### src/rtl/sys1_io_pkg.sv
// Shared types and constants for the HPS I/O helpers of the sys1 platform.
// Latency: n/a (declarations only).
// Backpressure: n/a (declarations only).
package sys1_io_pkg;

  // Upload engine states: idle, waiting for the core to halt, ready for a
  // read strobe, fetching one byte from the shared RAM port.
  typedef enum logic [1:0] {
    NVU_IDLE    = 2'd0,
    NVU_PAUSING = 2'd1,
    NVU_READY   = 2'd2,
    NVU_FETCH   = 2'd3
  } nvu_state_t;

  // Byte returned for addresses outside the save image or on a RAM timeout.
  localparam logic [7:0] NVU_FILL = 8'hFF;

  // Default ioctl_index for the battery/high-score image.
  localparam int unsigned NVU_INDEX = 4;

  // Width of the per-session byte counter (matches ioctl_addr).
  localparam int unsigned NVU_CNT_W = 25;

endpackage

### src/rtl/nvram_upload.sv
// Serves HPS upload reads of the save RAM: halts the core, fetches each byte over a req/ack port, tracks dirty.
// Latency: ioctl_rd at N -> ram_req from N+1; ram_ack at M -> ioctl_din valid at M+1 (out-of-range: N+1).
// Backpressure: ioctl_wait held high while pausing or fetching (and combinationally on an in-range strobe).
module nvram_upload
  import sys1_io_pkg::*;
#(
  parameter int unsigned AW    = 11,
  parameter int unsigned SIZE  = 2048,
  parameter int unsigned INDEX = NVU_INDEX,
  parameter int unsigned TMO   = 255
) (
  input  logic          clk_sys,
  input  logic          reset_n,
  input  logic          ioctl_upload,
  input  logic [7:0]    ioctl_index,
  input  logic [24:0]   ioctl_addr,
  input  logic          ioctl_rd,
  output logic [7:0]    ioctl_din,
  output logic          ioctl_wait,
  output logic          pause_req,
  input  logic          pause_ack,
  output logic          ram_req,
  output logic [AW-1:0] ram_addr,
  input  logic          ram_ack,
  input  logic [7:0]    ram_q,
  input  logic          cpu_wr,
  input  logic [AW-1:0] cpu_addr,
  output logic          dirty,
  output logic          done
);

  localparam int unsigned          TW       = $clog2(TMO + 1);
  localparam logic [TW-1:0]        TMO_LAST = TW'(TMO - 1);
  localparam logic [7:0]           IDX      = 8'(INDEX);
  localparam logic [NVU_CNT_W-1:0] CNT_MAX  = '1;

  nvu_state_t           state, state_nxt;
  logic                 act_q;
  logic [NVU_CNT_W-1:0] count, count_nxt;
  logic [TW-1:0]        tmo, tmo_nxt;
  logic                 err, err_nxt;
  logic                 pause_nxt;
  logic                 req_nxt;
  logic [AW-1:0]        addr_nxt;
  logic [7:0]           din_nxt;
  logic                 done_nxt;
  logic                 dirty_nxt;

  logic                 active;
  logic                 act_rise;
  logic                 act_fall;
  logic                 rd_in_range;
  logic                 wr_in_range;
  logic                 cnt_full;
  logic [NVU_CNT_W-1:0] cnt_inc;

  // Session qualification and edge/range decode.
  always_comb begin
    active      = ioctl_upload & (ioctl_index == IDX);
    act_rise    = active & ~act_q;
    act_fall    = ~active & act_q;
    rd_in_range = (32'(ioctl_addr) < SIZE);
    wr_in_range = (32'(cpu_addr) < SIZE);
    cnt_full    = (32'(count) >= SIZE);
    // Byte counter saturates rather than wrapping so a huge session still reports complete.
    cnt_inc     = (count == CNT_MAX) ? count : count + NVU_CNT_W'(1);
  end

  // Wait is combinational on the strobe so the HPS sees it in the same cycle as ioctl_rd.
  assign ioctl_wait = (state == NVU_PAUSING) | (state == NVU_FETCH) |
                      (ioctl_rd & (state == NVU_READY) & rd_in_range);

  // Next-state and next-output logic; a falling session overrides everything else.
  always_comb begin
    state_nxt = state;
    count_nxt = count;
    tmo_nxt   = tmo;
    err_nxt   = err;
    pause_nxt = pause_req;
    req_nxt   = ram_req;
    addr_nxt  = ram_addr;
    din_nxt   = ioctl_din;
    done_nxt  = 1'b0;

    if (act_fall) begin
      // Abandon any outstanding fetch; the RAM arbiter tolerates a dropped request.
      state_nxt = NVU_IDLE;
      pause_nxt = 1'b0;
      req_nxt   = 1'b0;
      done_nxt  = cnt_full & ~err;
    end else begin
      case (state)
        NVU_IDLE: begin
          if (act_rise) begin
            pause_nxt = 1'b1;
            count_nxt = '0;
            err_nxt   = 1'b0;
            state_nxt = NVU_PAUSING;
          end
        end
        NVU_PAUSING: begin
          if (pause_ack) begin
            state_nxt = NVU_READY;
          end
        end
        NVU_READY: begin
          if (ioctl_rd) begin
            if (rd_in_range) begin
              addr_nxt  = ioctl_addr[AW-1:0];
              req_nxt   = 1'b1;
              tmo_nxt   = '0;
              state_nxt = NVU_FETCH;
            end else begin
              // Beyond the image: answer immediately with fill, no RAM access.
              din_nxt   = NVU_FILL;
              count_nxt = cnt_inc;
            end
          end
        end
        NVU_FETCH: begin
          if (ram_ack) begin
            din_nxt   = ram_q;
            req_nxt   = 1'b0;
            count_nxt = cnt_inc;
            state_nxt = NVU_READY;
          end else if (tmo == TMO_LAST) begin
            // RAM never answered: return fill and poison this session so it cannot report done.
            din_nxt   = NVU_FILL;
            req_nxt   = 1'b0;
            err_nxt   = 1'b1;
            state_nxt = NVU_READY;
          end else begin
            tmo_nxt = tmo + TW'(1);
          end
        end
        default: begin
          state_nxt = NVU_IDLE;
        end
      endcase
    end

    // A CPU write in the same cycle as a completed upload keeps the image dirty.
    if (cpu_wr & wr_in_range) begin
      dirty_nxt = 1'b1;
    end else if (done_nxt) begin
      dirty_nxt = 1'b0;
    end else begin
      dirty_nxt = dirty;
    end
  end

  // State and output registers with synchronous active-low reset.
  always_ff @(posedge clk_sys) begin
    if (!reset_n) begin
      state     <= NVU_IDLE;
      act_q     <= 1'b0;
      count     <= '0;
      tmo       <= '0;
      err       <= 1'b0;
      pause_req <= 1'b0;
      ram_req   <= 1'b0;
      ram_addr  <= '0;
      ioctl_din <= '0;
      done      <= 1'b0;
      dirty     <= 1'b0;
    end else begin
      state     <= state_nxt;
      act_q     <= active;
      count     <= count_nxt;
      tmo       <= tmo_nxt;
      err       <= err_nxt;
      pause_req <= pause_nxt;
      ram_req   <= req_nxt;
      ram_addr  <= addr_nxt;
      ioctl_din <= din_nxt;
      done      <= done_nxt;
      dirty     <= dirty_nxt;
    end
  end

endmodule

### config.mk
export PLATFORM = sky130hd
export DESIGN_NAME = nvram_upload
export DESIGN_NICKNAME = d
export VERILOG_FILES = /design/src/rtl/sys1_io_pkg.sv /design/src/rtl/nvram_upload.sv
export SDC_FILE = /design/constraint.sdc
export NUM_CORES = 1
export LEC_CHECK = 0
export BUFFER_PORTS_ARGS = -buffer_cell sky130_fd_sc_hd__buf_2
export CORE_UTILIZATION = 55
export CTS_CLUSTER_SIZE = 24
export DETAILED_ROUTE_END_ITERATION = 8
export MAX_ROUTING_LAYER = met4
export PLACE_DENSITY = 0.83
export SKIP_LAST_GASP = 1
export SLEW_MARGIN = 40
export SYNTH_ARGS = -nofsm -noshare
export SYNTH_HDL_FRONTEND = slang
export SYNTH_SLANG_ARGS = --single-unit
export TNS_END_PERCENT = 20
### constraint.sdc
create_clock -name clk_sys -period 5.1 [get_ports clk_sys]
set_input_delay 0.255 -clock clk_sys [delete_from_list [all_inputs] [get_ports clk_sys]]
set_output_delay 0.255 -clock clk_sys [all_outputs]
set_load 0.1 [all_outputs]
==> After elaboration in Yosys (flattened, before gate mapping) <==
Index checks and enable logic that the tools add are counted.
{ "word_totals": {"regBits": 60, "word_cells": 93, "input_bits": 59} }
{ "op_classes": {"n_eq_ne": 16, "addsub": 2, "n_lt_le_gt_ge": 2, "reduce_logical": 14, "n_bitwise": 13, "muxes": 35} }
{ "ops": {"columns": ["operator", "n"], "rows": [
  ["two-way mux 25 bit", 5],
  ["one-hot mux 25 bit (3 select lines)", 1],
  ["two-way mux 8 bit", 8],
  ["one-hot mux 8 bit (2 select lines)", 2],
  ["adder 25 x 1 -> 25 bit, second input constant", 1],
  ["== test 25 bit, second input constant", 1],
  [">= comparator 25 x 12 -> 1 bit, second input constant", 1],
  ["less-than comparator 25 x 12 -> 1 bit, second input constant", 1],
  ["!= test 2 bit, second input constant", 8],
  ["AND reduction 5 bit", 3],
  ["two-way mux 2 bit", 6],
  ["AND reduction 6 bit", 2],
  ["two-way mux 1 bit", 10],
  ["adder 8 x 1 -> 8 bit, second input constant", 1],
  ["== test 8 x 3 -> 1 bit, second input constant", 1],
  ["== test 8 bit, second input constant", 1],
  ["one-hot mux 2 bit (4 select lines)", 1],
  ["AND reduction 4 bit", 2],
  ["AND 1 bit", 6],
  ["nonzero test 2 bit", 3],
  ["NOT 1 bit", 5],
  ["== test 2 bit, second input constant", 2],
  ["one-hot mux 1 bit (2 select lines)", 2],
  ["!= test 3 x 2 -> 1 bit, second input constant", 1],
  ["other kinds (7)", 8]
]} }

==> Longest topological paths before layout <==
Gate-level depths: netlist of the first run.
{ "logic_depth": {"depth_word": 7, "depth_mapped": 8} }

==> Worst setup path before layout of the first run <==
Ideal clock, no wire load.
{ "synth_path": {"path_type": "in2reg", "from": "in ioctl_index[4]", "to": "reg count[5]", "path_buffers": 1, "setup_ps": 62, "path_stages": 6, "t_arrival_ps": 2140, "slack_ps": 2897, "cell_sequence": "or4b_4 -> o31ai_4 -> o311ai_4 -> buf_6 -> or4_1 -> nand3_1"} }
{ "synth_via": {"elab_chain_cells": 6, "word_cells_on_any_way": 8} }
{ "synth_lines": {"columns": ["item", "line_no", "rtl"], "rows": [
  ["start, declared", "nvram_upload.sv:15", "input logic [7:0] ioctl_index,"],
  ["== test 8 x 3 -> 1 bit (*)", "nvram_upload.sv:59", "active = ioctl_upload & (ioctl_index == IDX);"],
  ["AND 1 bit (*)", "nvram_upload.sv:59", null],
  ["parallel branches: the longest is 3 deep, another holds != test 2 bit", null, null],
  ["AND reduction 6 bit (no source line) (*)", null, null],
  ["end signal, assigned", "nvram_upload.sv:169", "count <= count_nxt;"],
  ["end, declared", "nvram_upload.sv:39", "logic [NVU_CNT_W-1:0] count, count_nxt;"]
]} }
Every way passes the cells marked *.
A chain may end at the register's enable or synchronous reset.

==> Final worst setup path of the first run <==
{ "layout_path": {"from": "reg state[1]", "to": "reg count[15]"} }
{ "layout_via": {"elab_chain_cells": 3, "word_cells_on_any_way": 10} }
{ "layout_lines": {"columns": ["item", "line_no", "rtl"], "rows": [
  ["start, declared", "nvram_upload.sv:37", "nvu_state_t state, state_nxt;"],
  ["start signal, assigned", "nvram_upload.sv:167", "state <= state_nxt;"],
  ["== test 2 bit or zero test 2 bit (tied branches)", "nvram_upload.sv:92", "case (state)"],
  ["!= test 2 bit (no source line) or nonzero test 3 bit (tied branches)", null, null],
  ["AND reduction 6 bit (no source line)", null, null]
]} }
Parallel ways exist; a longest one is shown, timed or not.

==> impl_metrics.env, run 1 <==
export IMPL_synth_edf_count=0
export IMPL_grt_pass1_vias=3006
export IMPL_crit_slowest_cell="dfxtp_2"
export IMPL_start_util_pct=57.3
export IMPL_fp_dieArea_um2=6080
export IMPL_final_area_um2=3830
export IMPL_wire_per_inst_um=14.6
export IMPL_cp_arrival_ns=2.93
export IMPL_worst_pin_slew_ns=0.742
export IMPL_placed_area_um2=3550
export IMPL_netlist_instances=385
export IMPL_finalSetupViolCount=0
export IMPL_p_leak_nw=1.52
export IMPL_multi_input_area_um2=1850
export IMPL_avgSynthCellArea_um2=8.25
export IMPL_post_cts_buffers=0
export IMPL_grt_max_degree=37
export IMPL_n_fill_cell=466
export IMPL_rsz0062_at_grt="no"
export IMPL_max_cap_violations=0
export IMPL_final_common_cell="buf_2"
export IMPL_fin_crit_ns=2.67
export IMPL_cts_made_buffers=9
export IMPL_status="finished, violations left"
export IMPL_finalWirelength_mm=7.66
export IMPL_start_kind="flop"
export IMPL_core_area_um2=5540
export IMPL_portBuffers=71
export IMPL_cts_buffer_depth=2
export IMPL_critical_path_required_ns=5.36
export IMPL_violations="DRC"
export IMPL_synth_fp_nets=448
export IMPL_antenna_left=0
export IMPL_cts_tree="done"
export IMPL_die_x_um=78
export IMPL_hold_viol_final=0
export IMPL_fin_setup_tns_ns=0
export IMPL_antenna_found_initial=0
export IMPL_final_cells=526
export IMPL_ir_drop_v=0.000317
export IMPL_synth_cell_types=46
export IMPL_dp_cells=508
export IMPL_rows=27
export IMPL_drive_gt1_share_pct=21.8
export IMPL_cts_root_buffer="clkbuf_8"
export IMPL_fin_nets=512
export IMPL_cts_hold_fix_buffers=0
export IMPL_dr_pass1_iters=7
export IMPL_drc=2
export IMPL_fin_skew_ns=0.00531
export IMPL_p_total_mw=1.08
export IMPL_drt_iter0_drc=216
export IMPL_clk_pin_slew_worst_paths_ns=0.07
export IMPL_yosys_warnings=0
export IMPL_place_congestion=0.874
export IMPL_path_cells="inv_1 -> a41oi_1 -> o311ai_4 -> buf_4 -> or4_1 -> a31oi_1"
export IMPL_drv_slew=0
export IMPL_grt_total_usage_pct=27.9
export IMPL_diodes=0
export IMPL_max_stage_delay_ns=0.71
export IMPL_hold_path_class="input port to flop"
export IMPL_vias=3210
export IMPL_cts_sinks=60
export IMPL_ys_seq_area_share_pct=37.8
export IMPL_synth_seq_cells=60
export IMPL_synth_async_reset_ratio_pct=0
export IMPL_crit_fanout=35
export IMPL_synth_area_um2=3180
export IMPL_endpoint_kind="flop"
export IMPL_grt_pass1_wl_mm=13.2
export IMPL_worstSetupPathType="flop to flop"
export IMPL_htreeDepth=3
export IMPL_clk_latency_ns=0.34
export IMPL_synth_flop_cell="dfxtp_1"
export IMPL_power_density_nw_per_um2=282
export IMPL_min_period_over_period_pct=52.4
export IMPL_dp_hpwl_mm=5.28
export IMPL_fmax_mhz=375
export IMPL_max_slew_margin_rel_pct=50.4
export IMPL_final_seq_area_um2=1200
export IMPL_layout_common_cells="buf_2 (72), dfxtp_1 (59), nor2_1 (33)"
export IMPL_dieHeight_um=78
export IMPL_synthToLayoutAreaGrowth_pct=20.5
export IMPL_io_pins=83
export IMPL_grt_remaining_overflow=0
export IMPL_cts_resized=0
export IMPL_viasPerCell=6.10
==> cell usage after synthesis, types with 4 or more instances <==
cell type / n / area (um^2)
a22o_1: 7 / 61.3
nand3b_1: 4 / 30.0
o211ai_1: 4 / 30.0
nor2b_1: 10 / 62.6
nand3_1: 30 / 150
nor3_1: 21 / 105
a31oi_1: 12 / 75.1
inv_1: 8 / 30.0
dfxtp_1: 60 / 1200
or4_1: 12 / 90.1
o31ai_1: 6 / 45.0
ha_1: 4 / 50.1
a21oi_1: 10 / 50.1
nor2_1: 33 / 124
o2111ai_1: 7 / 61.3
nand4_1: 13 / 81.3
nor4_1: 11 / 68.8
mux2i_1: 14 / 140
and4_1: 4 / 35.0
o21ai_0: 17 / 85.1
clkbuf_1: 19 / 71.3
and3_1: 14 / 87.6
nand2_1: 20 / 75.1
nand2b_1: 7 / 43.8
or3_1: 10 / 62.6
==> final cells by class <==
class / count / area share, %
multi-input combinational: 294 / 48.3
tap: 72 / 2.35
sequential: 60 / 31.4
clock inverter: 6 / 3.56
timing repair buffer: 76 / 10.2
inverter: 8 / 0.784
clock buffer: 10 / 3.33
==> power breakdown <==
part	total, mW	switching, mW	internal [mW]	leakage [nW]
registers	0.469	0.000471	0.469	0.484
logic	0.0431	0.0252	0.0180	0.907
clock network	0.569	0.194	0.375	0.127
total	1.08	0.220	0.862	1.52
==> registers in the layout, summed over array words and instances, names as in the netlist <==
register   count
ioctl_din      8
count         25
pause_req      1
ram_req        1
done           1
state          2
tmo            8
ram_addr      11
act_q          1
dirty          1
err            1
==> kinds of logic after synthesis <==
| group | after synthesis | synth area share [%] |
|---|---|---|
| adder cells (fa/ha/maj) | 4 | 1.58 |
| buffers and inverters | 31 | 3.94 |
| flip-flops | 60 | 37.8 |
| AND/OR/NAND/NOR | 196 | 34.0 |
| AO/OA/AOI/OAI | 80 | 18.2 |
| multiplexers | 14 | 4.41 |
==> metrics by stage <==
step	util (%)	worst slack [ns]	hold slack, ns
final	69.1	2.43	0.124
after global routing	69.1	2.21	0.136
after CTS	68.9	2.45	0.122
after detailed placement	64.2	2.45	0.473
after global placement	63.8	2.05	0.458
after floorplan	-	2.90	0.372
==> critical path, delay by kind of cell, from the launching register on <==
| kind | cells | cell delay [ns] |
|---|---|---|
| AND/OR/NAND/NOR | 1 | 0.54 |
| flip-flops | 1 | 0.71 |
| AO/OA/AOI/OAI | 3 | 0.73 |
| buffers and inverters | 2 | 0.60 |
==> per-layer routing <==
layer / routed length (um) / track usage (%) / part of all wire [%] / vias up
met4: 122 / 8.89 / 1.6 / 0
met1: 3380 / 33.2 / 44 / 1479
li1: - / - / - / 1601
met2: 3660 / 46.0 / 48 / 114
met5: 0 / - / 0 / -
met3: 499 / 7.29 / 6.5 / 16
==> final timing paths <==
check                   startpoint                endpoint  slack [ns]  depth (start not counted)
max          state[1]$_SDFFE_PP0P_  count[15]$_SDFFE_PN0P_        2.43                          6
min                         cpu_wr      dirty$_SDFFE_PN0P_        0.12                          3
max reg2reg  state[1]$_SDFFE_PP0P_  count[15]$_SDFFE_PN0P_        2.43                          6
min reg2reg       err$_SDFFE_PN0P_        err$_SDFFE_PN0P_        0.49                          2
No activity file was read; power rests on OpenSTA's default activity.
==> run 2, diff against run 1 <==
--- a/config.mk
+++ b/config.mk
@@ -6,11 +6,11 @@
 export NUM_CORES = 1
 export LEC_CHECK = 0
 export BUFFER_PORTS_ARGS = -buffer_cell sky130_fd_sc_hd__buf_2
-export CORE_UTILIZATION = 55
+export CORE_UTILIZATION = 53
 export CTS_CLUSTER_SIZE = 24
 export DETAILED_ROUTE_END_ITERATION = 8
 export MAX_ROUTING_LAYER = met4
-export PLACE_DENSITY = 0.83
+export PLACE_DENSITY = 0.8
 export SKIP_LAST_GASP = 1
 export SLEW_MARGIN = 40
 export SYNTH_ARGS = -nofsm -noshare
==> constraint.sdc (replaced) <==
create_clock -name clk_sys -period 2.7 [get_ports clk_sys]
set_input_delay 0.135 -clock clk_sys [delete_from_list [all_inputs] [get_ports clk_sys]]
set_output_delay 0.135 -clock clk_sys [all_outputs]
set_load 0.1 [all_outputs]
==> impl_metrics.env, run 2 (synthesis gave the netlist of run 1 again) <==
export IMPL_power_density_nw_per_um2=486
export IMPL_post_cts_buffers=0
export IMPL_max_slew_margin_rel_pct=63.9
export IMPL_ir_drop_v=0.000339
export IMPL_final_common_cell="buf_2"
export IMPL_viasPerCell=6.09
export IMPL_grt_total_usage_pct=27.3
export IMPL_r2r_end="count[3]$_SDFFE_PN0P_"
export IMPL_regMostFlops="count"
export IMPL_n_fill_cell=479
export IMPL_finalSetupViolCount=0
export IMPL_fin_crit_ns=2.29
export IMPL_portBuffers=71
export IMPL_grt_max_degree=35
export IMPL_r2r_setup_slack_ns=0.41
export IMPL_grt_remaining_overflow=0
export IMPL_holdPathStages=3
export IMPL_dp_hpwl_mm=5.50
export IMPL_worst_pin_slew_ns=0.541
export IMPL_fp_dieArea_um2=6310
export IMPL_clk_pin_slew_worst_paths_ns=0.07
export IMPL_whs_ns=0.0263
export IMPL_layout_common_cells="buf_2 (73), dfxtp_1 (60), nor2_1 (33)"
export IMPL_vias=3282
export IMPL_drt_iter0_drc=192
export IMPL_status="finished clean"
export IMPL_rows=27
export IMPL_finalWirelength_mm=7.87
export IMPL_drv_slew=0
export IMPL_cts_tree="done"
export IMPL_holdPathEnd="ram_addr[4]$_SDFFE_PN0P_"
export IMPL_antenna_found_initial=0
export IMPL_wire_per_inst_um=14.6
export IMPL_worstReg2RegStart="state[1]$_SDFFE_PP0P_"
export IMPL_dr_pass1_iters=4
export IMPL_fin_util_pct=69.0
export IMPL_fin_skew_ns=0.00647
export IMPL_endpoint_kind="flop"
export IMPL_cp_arrival_ns=2.55
export IMPL_hold_path_class="input port to flop"
export IMPL_min_from="ioctl_addr[4]"
export IMPL_start_kind="flop"
export IMPL_multi_input_area_um2=1850
export IMPL_diodes=0
export IMPL_dieHeight_um=79.4
export IMPL_hold_viol_final=0
export IMPL_die_x_um=79.4
export IMPL_crit_fanout=17
export IMPL_fin_nets=526
export IMPL_cts_buffer_depth=2
export IMPL_largest_register_ffs=25
export IMPL_cts_resized=0
export IMPL_place_congestion=0.845
export IMPL_drive_gt1_share_pct=23.6
export IMPL_grt_pass1_wl_mm=13.3
export IMPL_grt_pass1_vias=2948
export IMPL_cts_made_buffers=9
export IMPL_synthToLayoutAreaGrowth_pct=22.6
export IMPL_io_pins=83
export IMPL_core_area_um2=5640
export IMPL_cts_root_buffer="clkbuf_8"
export IMPL_start_util_pct=56.3
export IMPL_cts_sinks=60
export IMPL_final_seq_area_um2=1200
export IMPL_drc=0
export IMPL_fmax_mhz=438
export IMPL_critical_path_required_ns=2.96
export IMPL_cts_hold_fix_buffers=1
export IMPL_p_leak_nw=1.57
export IMPL_rsz0062_at_grt="no"
export IMPL_min_period_over_period_pct=84.6
export IMPL_top_regs="count: 25 flops, ram_addr: 11 flops"
export IMPL_fin_setup_tns_ns=0
export IMPL_antenna_left=0
export IMPL_worstSetupPathType="flop to flop"
export IMPL_clk_latency_ns=0.34
export IMPL_max_cap_violations=0
export IMPL_htreeDepth=3
export IMPL_reg2regPathDepth=7
run 2: layout make-up:
cell class / instances / share of cell area (%)
multi-input cells: 294 / 47.5
repair buffers: 90 / 12.8
clock inverters: 4 / 1.86
well taps: 72 / 2.31
flip-flops and latches: 60 / 30.8
clock buffers: 11 / 3.89
inverters: 8 / 0.771
run 2: per-layer routing:
| metal | track usage [%] | vias up | routed length, um |
|---|---|---|---|
| met5 | - | - | 0 |
| met4 | 11.6 | 0 | 107 |
| met3 | 5.14 | 9 | 534 |
| met2 | 41.6 | 122 | 3470 |
| met1 | 35.4 | 1524 | 3760 |
| li1 | - | 1627 | - |
run 2: how the worst max path moves through the flow:
stage,startpoint,cells past startpoint,endpoint
final,state[1]$_SDFFE_PP0P_,7,count[3]$_SDFFE_PN0P_
after global routing,state[0]$_SDFFE_PP0P_,6,count[8]$_SDFFE_PN0P_
after CTS,state[1]$_SDFFE_PP0P_,7,count[21]$_SDFFE_PN0P_
after detailed placement,ioctl_addr[20],7,count[2]$_SDFFE_PN0P_
after global placement,ioctl_addr[20],7,count[2]$_SDFFE_PN0P_
after floorplan,ioctl_index[4],6,count[5]$_SDFFE_PN0P_
run 2: per-stage QoR:
stage | instance area, um^2 | setup slack (ns) | std cells | power [mW]
after floorplan | 3180 | 0.617 | 385 | 0.947
after global placement | 3640 | 0.252 | 520 | 0.991
after detailed placement | 3640 | 0.192 | 520 | 0.992
after CTS | 3870 | 0.422 | 536 | 1.90
after global routing | 3890 | 0.260 | 539 | 1.96
final | 3890 | 0.415 | 539 | 1.89
run 2: worst max-delay path, cell delays in order, from the launching register on:
cell and delay, ns:
dfxtp_1 0.34, buf_4 0.21, nor2b_1 0.14, o21ai_0 0.38, o311ai_4 0.29, buf_6 0.23
or4_1 0.46, a31oi_1 0.17
run 2: power breakdown:
part / switching (mW) / internal [mW] / total [mW]
clock: 0.357 / 0.563 / 0.921
combinational: 0.0492 / 0.0381 / 0.0873
sequential: 0.000663 / 0.886 / 0.887
total: 0.407 / 1.49 / 1.89
==> run 3, diff against run 2 <==
==> constraint.sdc (replaced) <==
create_clock -name clk_sys -period 2.2 [get_ports clk_sys]
set_input_delay 0.11 -clock clk_sys [delete_from_list [all_inputs] [get_ports clk_sys]]
set_output_delay 0.11 -clock clk_sys [all_outputs]
set_load 0.1 [all_outputs]
==> impl_metrics.env, run 3 (synthesis gave the netlist of run 1 again) <==
export IMPL_antenna_left=0
export IMPL_hold_path_class="input port to flop"
export IMPL_finalSetupViolCount=0
export IMPL_crit_fanout=5
export IMPL_multi_input_area_um2=1850
export IMPL_dp_hpwl_mm=5.98
export IMPL_status="finished clean"
export IMPL_post_cts_buffers=0
export IMPL_drv_slew=0
export IMPL_dp_cells=546
export IMPL_worstSetupPathType="flop to flop"
export IMPL_regMostFlops="count"
export IMPL_finalWirelength_mm=8.60
export IMPL_rsz0062_at_grt="no"
export IMPL_ir_drop_v=0.000369
export IMPL_fin_ws_ns=0.117
export IMPL_start_kind="flop"
export IMPL_dieHeight_um=79.4
export IMPL_portBuffers=71
export IMPL_grt_max_degree=35
export IMPL_critical_path_required_ns=2.48
export IMPL_min_period_over_period_pct=94.7
export IMPL_p_total_mw=2.21
export IMPL_worst_pin_slew_ns=0.711
export IMPL_final_common_cell="buf_2"
export IMPL_drive_gt1_share_pct=26.4
export IMPL_cts_resized=0
export IMPL_clk_pin_slew_worst_paths_ns=0.07
export IMPL_layout_common_cells="buf_2 (71), dfxtp_1 (60), buf_4 (39)"
export IMPL_cts_hold_fix_buffers=9
export IMPL_final_seq_area_um2=1200
export IMPL_synthToLayoutAreaGrowth_pct=30.3
export IMPL_fin_crit_ns=2.08
export IMPL_top_regs="count: 25 flops, ram_addr: 11 flops"
export IMPL_viasPerCell=6.15
export IMPL_wire_per_inst_um=15.1
export IMPL_p_leak_nw=1.71
export IMPL_cts_made_buffers=9
export IMPL_io_pins=83
export IMPL_whs_ns=0.00222
export IMPL_dr_pass1_iters=5
export IMPL_place_congestion=0.878
export IMPL_cts_tree="done"
export IMPL_pre_cts_slack_ns=-0.104
export IMPL_endpoint_kind="flop"
export IMPL_cts_sinks=60
export IMPL_vias=3501
export IMPL_fin_nets=557
export IMPL_fp_dieArea_um2=6310
export IMPL_largest_register_ffs=25
export IMPL_final_cells=569
export IMPL_core_area_um2=5640
export IMPL_max_slew_margin_rel_pct=52.6
export IMPL_die_x_um=79.4
export IMPL_grt_total_usage_pct=29.2
export IMPL_grt_pass1_vias=3147
export IMPL_diodes=0
export IMPL_rows=27
export IMPL_antenna_found_initial=0
export IMPL_clk_latency_ns=0.35
export IMPL_grt_remaining_overflow=0
export IMPL_cp_arrival_ns=2.36
export IMPL_drt_iter0_drc=314
export IMPL_max_cap_violations=0
export IMPL_cts_root_buffer="clkbuf_8"
export IMPL_hold_viol_final=0
export IMPL_grt_pass1_wl_mm=14.0
export IMPL_drc=0
export IMPL_start_util_pct=56.3
export IMPL_n_fill_cell=427
export IMPL_fin_skew_ns=0.00922
export IMPL_power_density_nw_per_um2=533
export IMPL_cts_buffer_depth=2
export IMPL_fmax_mhz=480
export IMPL_htreeDepth=3
## run 3: cell count changes in the layout (fill, tap and decap cells not counted), sizes merged
| cell | change |
|---|---|
| clkbuf | +1 |
| bufinv | -1 |
| buf | +23 |
| dlygate4sd3 | +8 |
| clkinvlp | -1 |
## run 3: layout make-up
cell class                      count  area share, %
Timing Repair Buffer              121           18.8
Clock inverter                      2          0.846
Sequential cell                    60           29.0
Inverter                            8          0.725
Multi-Input combinational cell    294           44.7
Clock buffer                       12           3.75
Tap cell                           72           2.18
## run 3: critical path, cell delays in order (launching register included)
cell     delay (ns)
dfxtp_1        0.32
ha_1           0.22
and3_1         0.25
and3_1         0.23
nor4b_1        0.16
buf_4          0.15
or4_1          0.50
a31oi_1        0.18
## run 3: metrics by stage
| stage | setup TNS (ns) | instance area, um^2 | utilization [%] |
|---|---|---|---|
| 4_1_cts | 0 | 4140 | 73.4 |
| 3_3_place_gp | -0.153 | 3860 | 68.4 |
| 2_1_floorplan | 0 | 3180 | - |
| 5_1_grt | 0 | 4140 | 73.4 |
| 6_report | 0 | 4140 | 73.4 |
| 3_5_place_dp | -0.519 | 3860 | 68.4 |
## run 3: path summary, 6_finish.rpt
check                        start                         to  slack, ns  cells past startpoint
min                 ioctl_addr[10]  ram_addr[10]$_SDFFE_PN0P_      0.002                      3
min reg2reg       err$_SDFFE_PN0P_           err$_SDFFE_PN0P_       0.48                      2
max          count[0]$_SDFFE_PN0P_     count[13]$_SDFFE_PN0P_       0.12                      7
max reg2reg  count[0]$_SDFFE_PN0P_     count[13]$_SDFFE_PN0P_       0.12                      7
## run 3: routing by layer
metal | GRT usage [%] | vias up | wire, um
li1 | - | 1688 | -
met1 | 35.9 | 1604 | 3730
met2 | 46.4 | 185 | 3970
met3 | 5.03 | 24 | 718
met4 | 13.6 | 0 | 189
met5 | - | - | 0
## run 3: power by group
group	switching [mW]	internal [mW]	total (mW)
Sequential	0.000756	1.09	1.09
Clock	0.421	0.571	0.991
Combinational	0.0654	0.0604	0.126
Total	0.487	1.72	2.21
